--- config.mk ---
export PLATFORM = sky130hd
export DESIGN_NAME = fifo_v2
export DESIGN_NICKNAME = d
export VERILOG_FILES = /design/src/rtl/fifo_v2.sv
export SDC_FILE = /design/constraint.sdc
export NUM_CORES = 1
export LEC_CHECK = 0
export BUFFER_PORTS_ARGS = -buffer_cell sky130_fd_sc_hd__buf_2
export CORE_MARGIN = 2
export CORE_UTILIZATION = 47
export DETAILED_ROUTE_END_ITERATION = 8
export GPL_ROUTABILITY_DRIVEN = 1
export PLACE_DENSITY = 0.71
export SETUP_SLACK_MARGIN = 0.2
export SYNTH_ARGS = -nofsm -noshare
export SYNTH_HDL_FRONTEND = slang
export SYNTH_SLANG_ARGS = --single-unit
--- constraint.sdc ---
create_clock -name clk -period 2 [get_ports clk]
set_clock_uncertainty 0.1 [all_clocks]
set_input_delay 0.2 -clock clk [delete_from_list [all_inputs] [get_ports clk]]
set_output_delay 0.2 -clock clk [all_outputs]
set_load 0.05 [all_outputs]
--- src/rtl/fifo_v2.sv ---
// fifo_v2: parametrised single-clock FIFO with selectable standard or
// first-word-fall-through read mode, exact occupancy count, run-time
// programmable almost-full/almost-empty thresholds and sticky
// overflow/underflow flags.
module fifo_v2 #(
    parameter int WIDTH = 8,
    parameter int DEPTH = 16,
    parameter int FWFT  = 0,
    localparam int CNT_W = $clog2(DEPTH) + 1
) (
    input  logic             clk,
    input  logic             rst,
    input  logic             we,
    input  logic [WIDTH-1:0] din,
    output logic             full,
    input  logic             re,
    output logic [WIDTH-1:0] dout,
    output logic             val,
    output logic             empty,
    output logic [CNT_W-1:0] count,
    input  logic [CNT_W-1:0] h_pos,
    input  logic [CNT_W-1:0] l_pos,
    output logic             p_full,
    output logic             p_empty,
    output logic             ovf,
    output logic             udf,
    input  logic             clr_err
);

    localparam int ADDR_W = $clog2(DEPTH);

    // Storage array (no reset: contents are only meaningful behind the pointers)
    logic [WIDTH-1:0]  mem_q [DEPTH];

    logic [ADDR_W-1:0] wr_ptr_q, wr_ptr_d;
    logic [ADDR_W-1:0] rd_ptr_q, rd_ptr_d;
    logic [CNT_W-1:0]  count_q,  count_d;
    logic              full_q;
    logic              empty_q;
    logic              p_full_q;
    logic              p_empty_q;
    logic              val_q,    val_d;
    logic [WIDTH-1:0]  dout_q,   dout_d;
    logic              ovf_q,    ovf_d;
    logic              udf_q,    udf_d;

    logic              wr_ok;
    logic              rd_ok;
    logic              mem_we;
    logic              mem_re;
    logic              head_last;
    logic              bypass;

    // Accept decisions use the registered full/empty flags from before the edge
    always_comb begin
        wr_ok = we & ~full_q;
        rd_ok = re & ~empty_q;
    end

    // Occupancy: moves only on accepted operations, simultaneous ops cancel
    always_comb begin
        count_d = count_q;
        if (wr_ok && !rd_ok) begin
            count_d = count_q + 1'b1;
        end else if (rd_ok && !wr_ok) begin
            count_d = count_q - 1'b1;
        end
    end

    // Read datapath and array access control for the selected read mode.
    // In FWFT mode the head word lives in dout_q and counts toward count_q,
    // so the array holds count_q-1 words; a write goes straight into the head
    // register when the FIFO is empty or when the only word is being popped.
    always_comb begin
        head_last = 1'b0;
        bypass    = 1'b0;
        mem_we    = wr_ok;
        mem_re    = rd_ok;
        val_d     = rd_ok;
        dout_d    = dout_q;
        if (FWFT != 0) begin
            head_last = (count_q == CNT_W'(1));
            bypass    = wr_ok & (~val_q | (rd_ok & head_last));
            mem_we    = wr_ok & ~bypass;
            mem_re    = rd_ok & ~head_last;
            val_d     = val_q;
            if (bypass) begin
                dout_d = din;
                val_d  = 1'b1;
            end else if (mem_re) begin
                dout_d = mem_q[rd_ptr_q];
                val_d  = 1'b1;
            end else if (rd_ok) begin
                val_d  = 1'b0;
            end
        end else begin
            if (rd_ok) begin
                dout_d = mem_q[rd_ptr_q];
            end
        end
    end

    // Pointer advance; ADDR_W-bit pointers wrap naturally at DEPTH-1
    always_comb begin
        wr_ptr_d = wr_ptr_q;
        rd_ptr_d = rd_ptr_q;
        if (mem_we) begin
            wr_ptr_d = wr_ptr_q + 1'b1;
        end
        if (mem_re) begin
            rd_ptr_d = rd_ptr_q + 1'b1;
        end
    end

    // Sticky error flags: a new error in the clearing cycle keeps the flag set
    always_comb begin
        ovf_d = (we & full_q)  | (ovf_q & ~clr_err);
        udf_d = (re & empty_q) | (udf_q & ~clr_err);
    end

    // Control and status registers, status flags derived from the next count
    always_ff @(posedge clk) begin
        if (rst) begin
            wr_ptr_q  <= '0;
            rd_ptr_q  <= '0;
            count_q   <= '0;
            full_q    <= 1'b0;
            empty_q   <= 1'b1;
            p_full_q  <= 1'b0;
            p_empty_q <= 1'b1;
            val_q     <= 1'b0;
            dout_q    <= '0;
            ovf_q     <= 1'b0;
            udf_q     <= 1'b0;
        end else begin
            wr_ptr_q  <= wr_ptr_d;
            rd_ptr_q  <= rd_ptr_d;
            count_q   <= count_d;
            full_q    <= (count_d == CNT_W'(DEPTH));
            empty_q   <= (count_d == '0);
            p_full_q  <= (count_d >= h_pos);
            p_empty_q <= (count_d <= l_pos);
            val_q     <= val_d;
            dout_q    <= dout_d;
            ovf_q     <= ovf_d;
            udf_q     <= udf_d;
        end
    end

    // Array write port
    always_ff @(posedge clk) begin
        if (mem_we) begin
            mem_q[wr_ptr_q] <= din;
        end
    end

    assign full    = full_q;
    assign empty   = empty_q;
    assign count   = count_q;
    assign p_full  = p_full_q;
    assign p_empty = p_empty_q;
    assign val     = val_q;
    assign dout    = dout_q;
    assign ovf     = ovf_q;
    assign udf     = udf_q;

endmodule

==> flow_metrics.py, run 1 <==
metrics = {
    "placed_design": {
        "port-buffer-count": 42,
        "dp_hpwl_mm": 8.37,
        "place_inst": 628,
        "placed_area_um2": 7130,
        "gp_congestion": 0.844,
    },
    "logic_synthesis": {
        "synthTopCellsByArea": "edfxtp_1 (60%), dfxtp_1 (8.8%), mux4_2 (8.1%), mux4_1 (3.7%), ha_1 (3.3%)",
        "ys_types": 40,
        "synth_ff_type": "edfxtp_1",
        "synth-seq-area-share_pct": 69.1,
        "synthArstFlopShare_pct": 0,
        "synth_top_area_share_pct": 60.3,
        "synth_seq_cells": 156,
        "synth_top_cell_by_area": "edfxtp_1",
        "syn_area_per_cell_um2": 16.6,
        "synthCells": 384,
        "syn-num-nets": 424,
        "synth_area_um2": 6370,
        "ys_warn_count": 0,
        "synth-edff-count": 128,
    },
    "sta": {
        "final-hold-violation-count": 0,
        "grt_setup_unrepaired": "true",
        "fin_ws_ns": -0.145,
        "tns_ns": -0.207,
        "fmax_mhz": 466,
        "fin_worst_hold_slack_ns": 0.0259,
        "finalMaxSlewViolations": 0,
        "fin_crit_ns": 2.14,
        "final.period_utilization_pct": 107,
        "tightestPinTransition_ns": 0.576,
        "setup_violations": 2,
        "slew_headroom_pct": 61.6,
    },
    "clock_tree": {
        "cts_tree": "yes",
        "numCtsBuffers": 17,
        "root_buffer": "clkbuf_16",
        "clock_path_buffers": 2,
        "clock_sinks": 156,
        "hold_buffers": 0,
        "clkTransAtPathRegs_ns": 0.06,
        "h-tree-depth": 4,
        "clk_latency_ns": 0.42,
    },
    "power_and_ir_drop": {
        "irDropWorstVdd_mv": 0.814,
        "power_density_nw_per_um2": 1050,
        "leakage_nw": 2.95,
    },
    "worst_setup_path": {
        "cp_cell_sequence": "nor2b_4 -> nor2_4 -> o211ai_1 -> o21ai_2 -> ha_1 -> nor2b_1 -> o21a_1 -> o21a_1 -> o21a_1 -> o21ai_1",
        "r2r-end": "p_empty",
        "worstPathRequired_ns": 2.26,
        "cp-end-kind": "register",
        "arrival_ns": 2.40,
        "crit_buf_inv": 0,
        "cp-start-kind": "register",
        "reg2reg_slack_ns": -0.14,
        "crit_family": "compound AO/OA/AOI/OAI gates",
        "crit_type": "register to register",
        "reg2reg_depth": 10,
        "crit_top_cell": "o21a_1",
        "cp_max_fo": 3,
        "cp_slowest_cell": "dfxtp_4",
        "slowest_delay_ns": 0.36,
        "reg2reg_from": "empty",
    },
    "hold_path": {
        "holdPathStages": 4,
        "holdCritStartpoint": "clr_err",
        "hold_path.class": "input port to register",
        "min_to": "udf",
    },
    "cells_and_area": {
        "nFillCells": 977,
        "seq_area_um2": 4430,
        "layout-drive-gt1-share_pct": 45.3,
        "multi_input_area_um2": 2010,
        "final_cell_area_um2": 8140,
        "instances_no_fill": 673,
        "nNetsFinal": 524,
        "layout_common_cells": "edfxtp_1 (128), buf_4 (45), buf_2 (42), nor2_1 (36), mux4_2 (30)",
        "diodes": 0,
        "mostFrequentLayoutCell": "edfxtp_1",
        "area_growth_pct": 27.7,
    },
    "route": {
        "wl_per_cell_um": 19.4,
        "vias": 3650,
        "postRouteAntennaNets": 0,
        "drtIter0Drc": 252,
        "vias_per_cell": 5.42,
        "drt_pass1_iterations": 7,
        "drc_errors": 0,
        "wirelength_mm": 13.0,
    },
    "grt": {
        "grt_antenna_before_repair": 0,
        "grt_first_pass_wirelength_mm": 20.3,
        "grt_overflow": 0,
        "grt_max_degree": 36,
        "first_global_vias": 3697,
        "grt_use_total_pct": 19.4,
    },
    "floorplan": {
        "core_area_um2": 13200,
        "dieArea_um2": 14500,
        "fp.dieW_um": 120,
        "rows": 42,
        "initial_core_util_pct": 48.1,
        "io_pins": 43,
        "fp.dieH_um": 120,
    },
    "status": {
        "violations": "negative setup slack",
        "status": "finished, violations left",
    },
    "job": {
        "cap_violations": 0,
    },
}
state kept, by name (all words and copies together) (netlist names):
name      cells
dout          8
p_full        1
wr_ptr_q      4
val           1
p_empty       1
ovf           1
mem_q       128
rd_ptr_q      4
empty         1
udf           1
full          1
count         5
power breakdown:
| part | internal [W] | switching (W) | leakage (nW) |
|---|---|---|---|
| Sequential | 0.00363 | 0.0000815 | 1.39 |
| Clock | 0.00201 | 0.00122 | 0.316 |
| Combinational | 0.000770 | 0.000805 | 1.25 |
| Total | 0.00641 | 0.00210 | 2.95 |
repair_timing:
item	4_1_cts	5_1_grt
cloned	2	0
buffers inserted	9	2
setup endpoints to repair	10	11
pin swaps	11	11
hold endpoints to repair	0	0
gates resized for setup	55	13
cell type report:
class	count	area share, %
clock inverters	7	0.508
repair buffers	101	9.72
clock buffers	25	7.14
well taps	176	2.71
flip-flops and latches	156	54.4
multi-input cells	192	24.7
inverters	16	0.800
worst min-delay path: stages:
cell and delay [ns]:
buf_2 0.09, inv_1 0.07, a22oi_1 0.07, nor2_1 0.08
worst max path at each step:
stage	start	end	slack, ns	cells after the start
floorplan	full	p_empty	-0.15	11
global placement	empty	p_empty	-0.17	10
detailed placement	empty	p_empty	-0.27	10
CTS	count[1]	p_empty	-0.13	10
global route	empty	p_empty	-0.27	10
finish	empty	p_empty	-0.14	10
through the flow:
step	power [W]	utilization (%)	setup slack, ns
5_1_grt	0.00885	61.4	-0.270
3_3_place_gp	0.00498	53.8	-0.173
4_1_cts	0.00851	61.0	-0.134
3_5_place_dp	0.00502	53.8	-0.275
2_1_floorplan	0.00463	-	-0.155
6_report	0.00851	61.4	-0.145
cell families (layout without fill, tap and decap cells):
kind of cell / Yosys count / in the layout / synth area share (%)
DFF: 156 / 156 / 69.1
muxes: 33 / 33 / 12.0
AOI/OAI and AO/OA: 52 / 52 / 5.18
and+or+nand+nor: 81 / 81 / 5.91
adders and majority gates: 17 / 17 / 3.34
xor gates and xnor gates: 9 / 9 / 1.24
buffers and inverters: 36 / 149 / 3.22
routing by layer:
layer  vias up  routed length, um  global-route usage, %
met2        94               6440                   30.0
met1      1856               5730                   26.6
met4         0                166                   7.34
met3        11                701                   4.91
met5         -                  0                      0
li1       1689                  -                      -
synthesized netlist by cell type (3+ instances only):
cell / number
nor2b_1: 6
nor2_1: 38
buf_2: 6
xor2_1: 5
ha_1: 17
o21ai_0: 5
nand2b_1: 5
buf_6: 4
dfxtp_1: 28
nand2_1: 13
buf_4: 4
a21oi_1: 19
mux4_1: 9
nor3_1: 5
mux4_2: 23
xnor2_1: 4
inv_1: 16
nand4_1: 4
edfxtp_1: 128
o21a_1: 3
a22oi_1: 19
No activity file was read; power rests on OpenSTA's default activity.
==> inputs of run 2 (changes only) <==
- PLACE_DENSITY: 0.71 -> 0.64
==> flow_metrics.py, run 2 (same netlist as run 1, synthesis figures left out) <==
metrics = {
    "sta": {
        "finalMaxSlewViolations": 0,
        "fin_ws_ns": -0.114,
        "final-hold-violation-count": 0,
        "setup_violations": 2,
        "grt_setup_unrepaired": "true",
        "slew_headroom_pct": 62.6,
        "fin_worst_hold_slack_ns": 0.0217,
        "fmax_mhz": 473,
        "tightestPinTransition_ns": 0.561,
        "final.period_utilization_pct": 106,
        "fin_crit_ns": 2.11,
    },
    "grt": {
        "grt_max_degree": 28,
        "first_global_vias": 3713,
        "grt_overflow": 0,
        "grt_first_pass_wirelength_mm": 20.7,
        "grt_antenna_before_repair": 0,
        "grt_use_total_pct": 19.7,
    },
    "status": {
        "status": "finished, violations left",
        "violations": "negative setup slack",
    },
    "worst_setup_path": {
        "r2r-end": "p_empty",
        "cp_max_fo": 4,
        "cp-end-kind": "register",
        "reg2reg_depth": 11,
        "reg2reg_from": "full",
        "worstPathRequired_ns": 2.25,
        "crit_type": "register to register",
        "arrival_ns": 2.37,
        "cp-start-kind": "register",
        "reg2reg_slack_ns": -0.11,
    },
    "power_and_ir_drop": {
        "switchingPower_w": 0.00210,
        "p_seq_share_pct": 44.0,
        "switching_share_pct": 24.9,
        "pwr-share-comb_pct": 18.6,
        "power_density_nw_per_um2": 1020,
        "irDropWorstVdd_mv": 0.717,
        "p_int_w": 0.00634,
        "power.total_w": 0.00844,
        "leakage_nw": 2.94,
        "pwr-share-clk_pct": 37.4,
    },
    "route": {
        "drt_pass1_iterations": 4,
        "postRouteAntennaNets": 0,
        "wl_per_cell_um": 19.8,
        "drc_errors": 0,
        "wirelength_mm": 13.5,
        "vias": 3657,
        "drtIter0Drc": 259,
        "vias_per_cell": 5.37,
    },
    "placed_design": {
        "placed_area_um2": 7230,
        "port-buffer-count": 42,
        "gp_congestion": 0.831,
        "dp_hpwl_mm": 8.73,
    },
    "clock_tree": {
        "clock_sinks": 156,
        "root_buffer": "clkbuf_16",
        "clock_path_buffers": 2,
        "numCtsBuffers": 17,
        "clkTransAtPathRegs_ns": 0.06,
        "h-tree-depth": 4,
        "cts_tree": "yes",
        "clk_latency_ns": 0.41,
    },
    "cells_and_area": {
        "mostFrequentLayoutCell": "edfxtp_1",
        "largest_register_ffs": 128,
        "regMostFlops": "mem_q",
        "fin_util_pct": 62.6,
        "layout-drive-gt1-share_pct": 47.1,
        "area_growth_pct": 30.1,
        "nNetsFinal": 533,
        "layout_common_cells": "edfxtp_1 (128), buf_2 (42), buf_4 (41), mux4_2 (32), nor2_1 (26)",
        "diodes": 0,
        "nFillCells": 974,
        "final_cell_area_um2": 8290,
    },
    "hold_path": {
        "min_to": "udf",
        "hold_path.class": "input port to register",
        "holdCritStartpoint": "clr_err",
        "holdPathStages": 4,
    },
    "floorplan": {
        "rows": 42,
        "fp.dieH_um": 120,
        "initial_core_util_pct": 48.1,
        "io_pins": 43,
        "fp.dieW_um": 120,
        "dieArea_um2": 14500,
        "core_area_um2": 13200,
    },
    "job": {
        "cap_violations": 0,
    },
}
[run 2: changes by cell type in the layout (fill, tap and decap cells not counted), sizes merged]
cell	delta
buf	+8
clkbuf	-6
bufinv	+3
clkinv	+2
clkinvlp	+1
dlygate4sd3	+1
inv	-1
[run 2: power by group through the flow]
stage	clock network [W]	registers, W	logic (W)
floorplan	0	0.00394	0.000689
global placement	0	0.00376	0.00130
detailed placement	0	0.00377	0.00131
CTS	0.00321	0.00371	0.00149
global route	0.00334	0.00372	0.00170
finish	0.00316	0.00371	0.00157
[run 2: area by class of cell]
class / count / area (um^2) / area share [%]
inverter: 16 / 62.6 / 0.755
sequential: 156 / 4430 / 53.4
timing repair buffer: 110 / 912 / 11.0
tap: 176 / 220 / 2.66
multi-input combinational: 192 / 2090 / 25.2
clock buffer: 19 / 433 / 5.22
clock inverter: 12 / 148 / 1.78
[run 2: routing by layer]
| layer | global-route usage [%] | vias up | wire length (um) |
|---|---|---|---|
| li1 | - | 1695 | - |
| met1 | 26.3 | 1842 | 5700 |
| met2 | 31.7 | 107 | 6770 |
| met3 | 5.19 | 13 | 828 |
| met4 | 6.54 | 0 | 163 |
| met5 | 0 | - | 0 |
[run 2: worst max-delay path, stage by stage, from the launching register on]
cell and delay, ns:
dfxtp_4 0.34, nor2b_1 0.11, buf_4 0.15, nor2_4 0.05, a22oi_2 0.17, xor2_1 0.20, inv_1 0.09, ha_1 0.30
o21a_1 0.11, o21a_1 0.16, o21a_1 0.16, o21ai_1 0.10
[run 2: through the flow]
| stage | worst slack (ns) | std cells | TNS [ns] |
|---|---|---|---|
| CTS | -0.0978 | 678 | -0.156 |
| detailed placement | -0.128 | 638 | -0.222 |
| global placement | -0.134 | 638 | -0.205 |
| global route | -0.219 | 681 | -0.402 |
| finish | -0.114 | 681 | -0.174 |
| floorplan | -0.155 | 384 | -0.155 |
[run 2: repair_timing]
action	in CTS	in global routing
gates cloned	2	0
endpoints found under the hold margin	1	0
pin swaps	19	13
endpoints found under the setup margin	11	120
hold buffers	1	0
buffers inserted	6	3
gates resized for setup	45	58
[run 2: how the worst max path moves through the flow]
stage | start | endpoint | slack, ns | depth (start not counted)
floorplan | full | p_empty | -0.15 | 11
global placement | empty | p_empty | -0.13 | 9
detailed placement | we | p_empty | -0.13 | 12
CTS | full | p_empty | -0.1 | 11
global route | full | p_empty | -0.22 | 11
finish | full | p_empty | -0.11 | 11
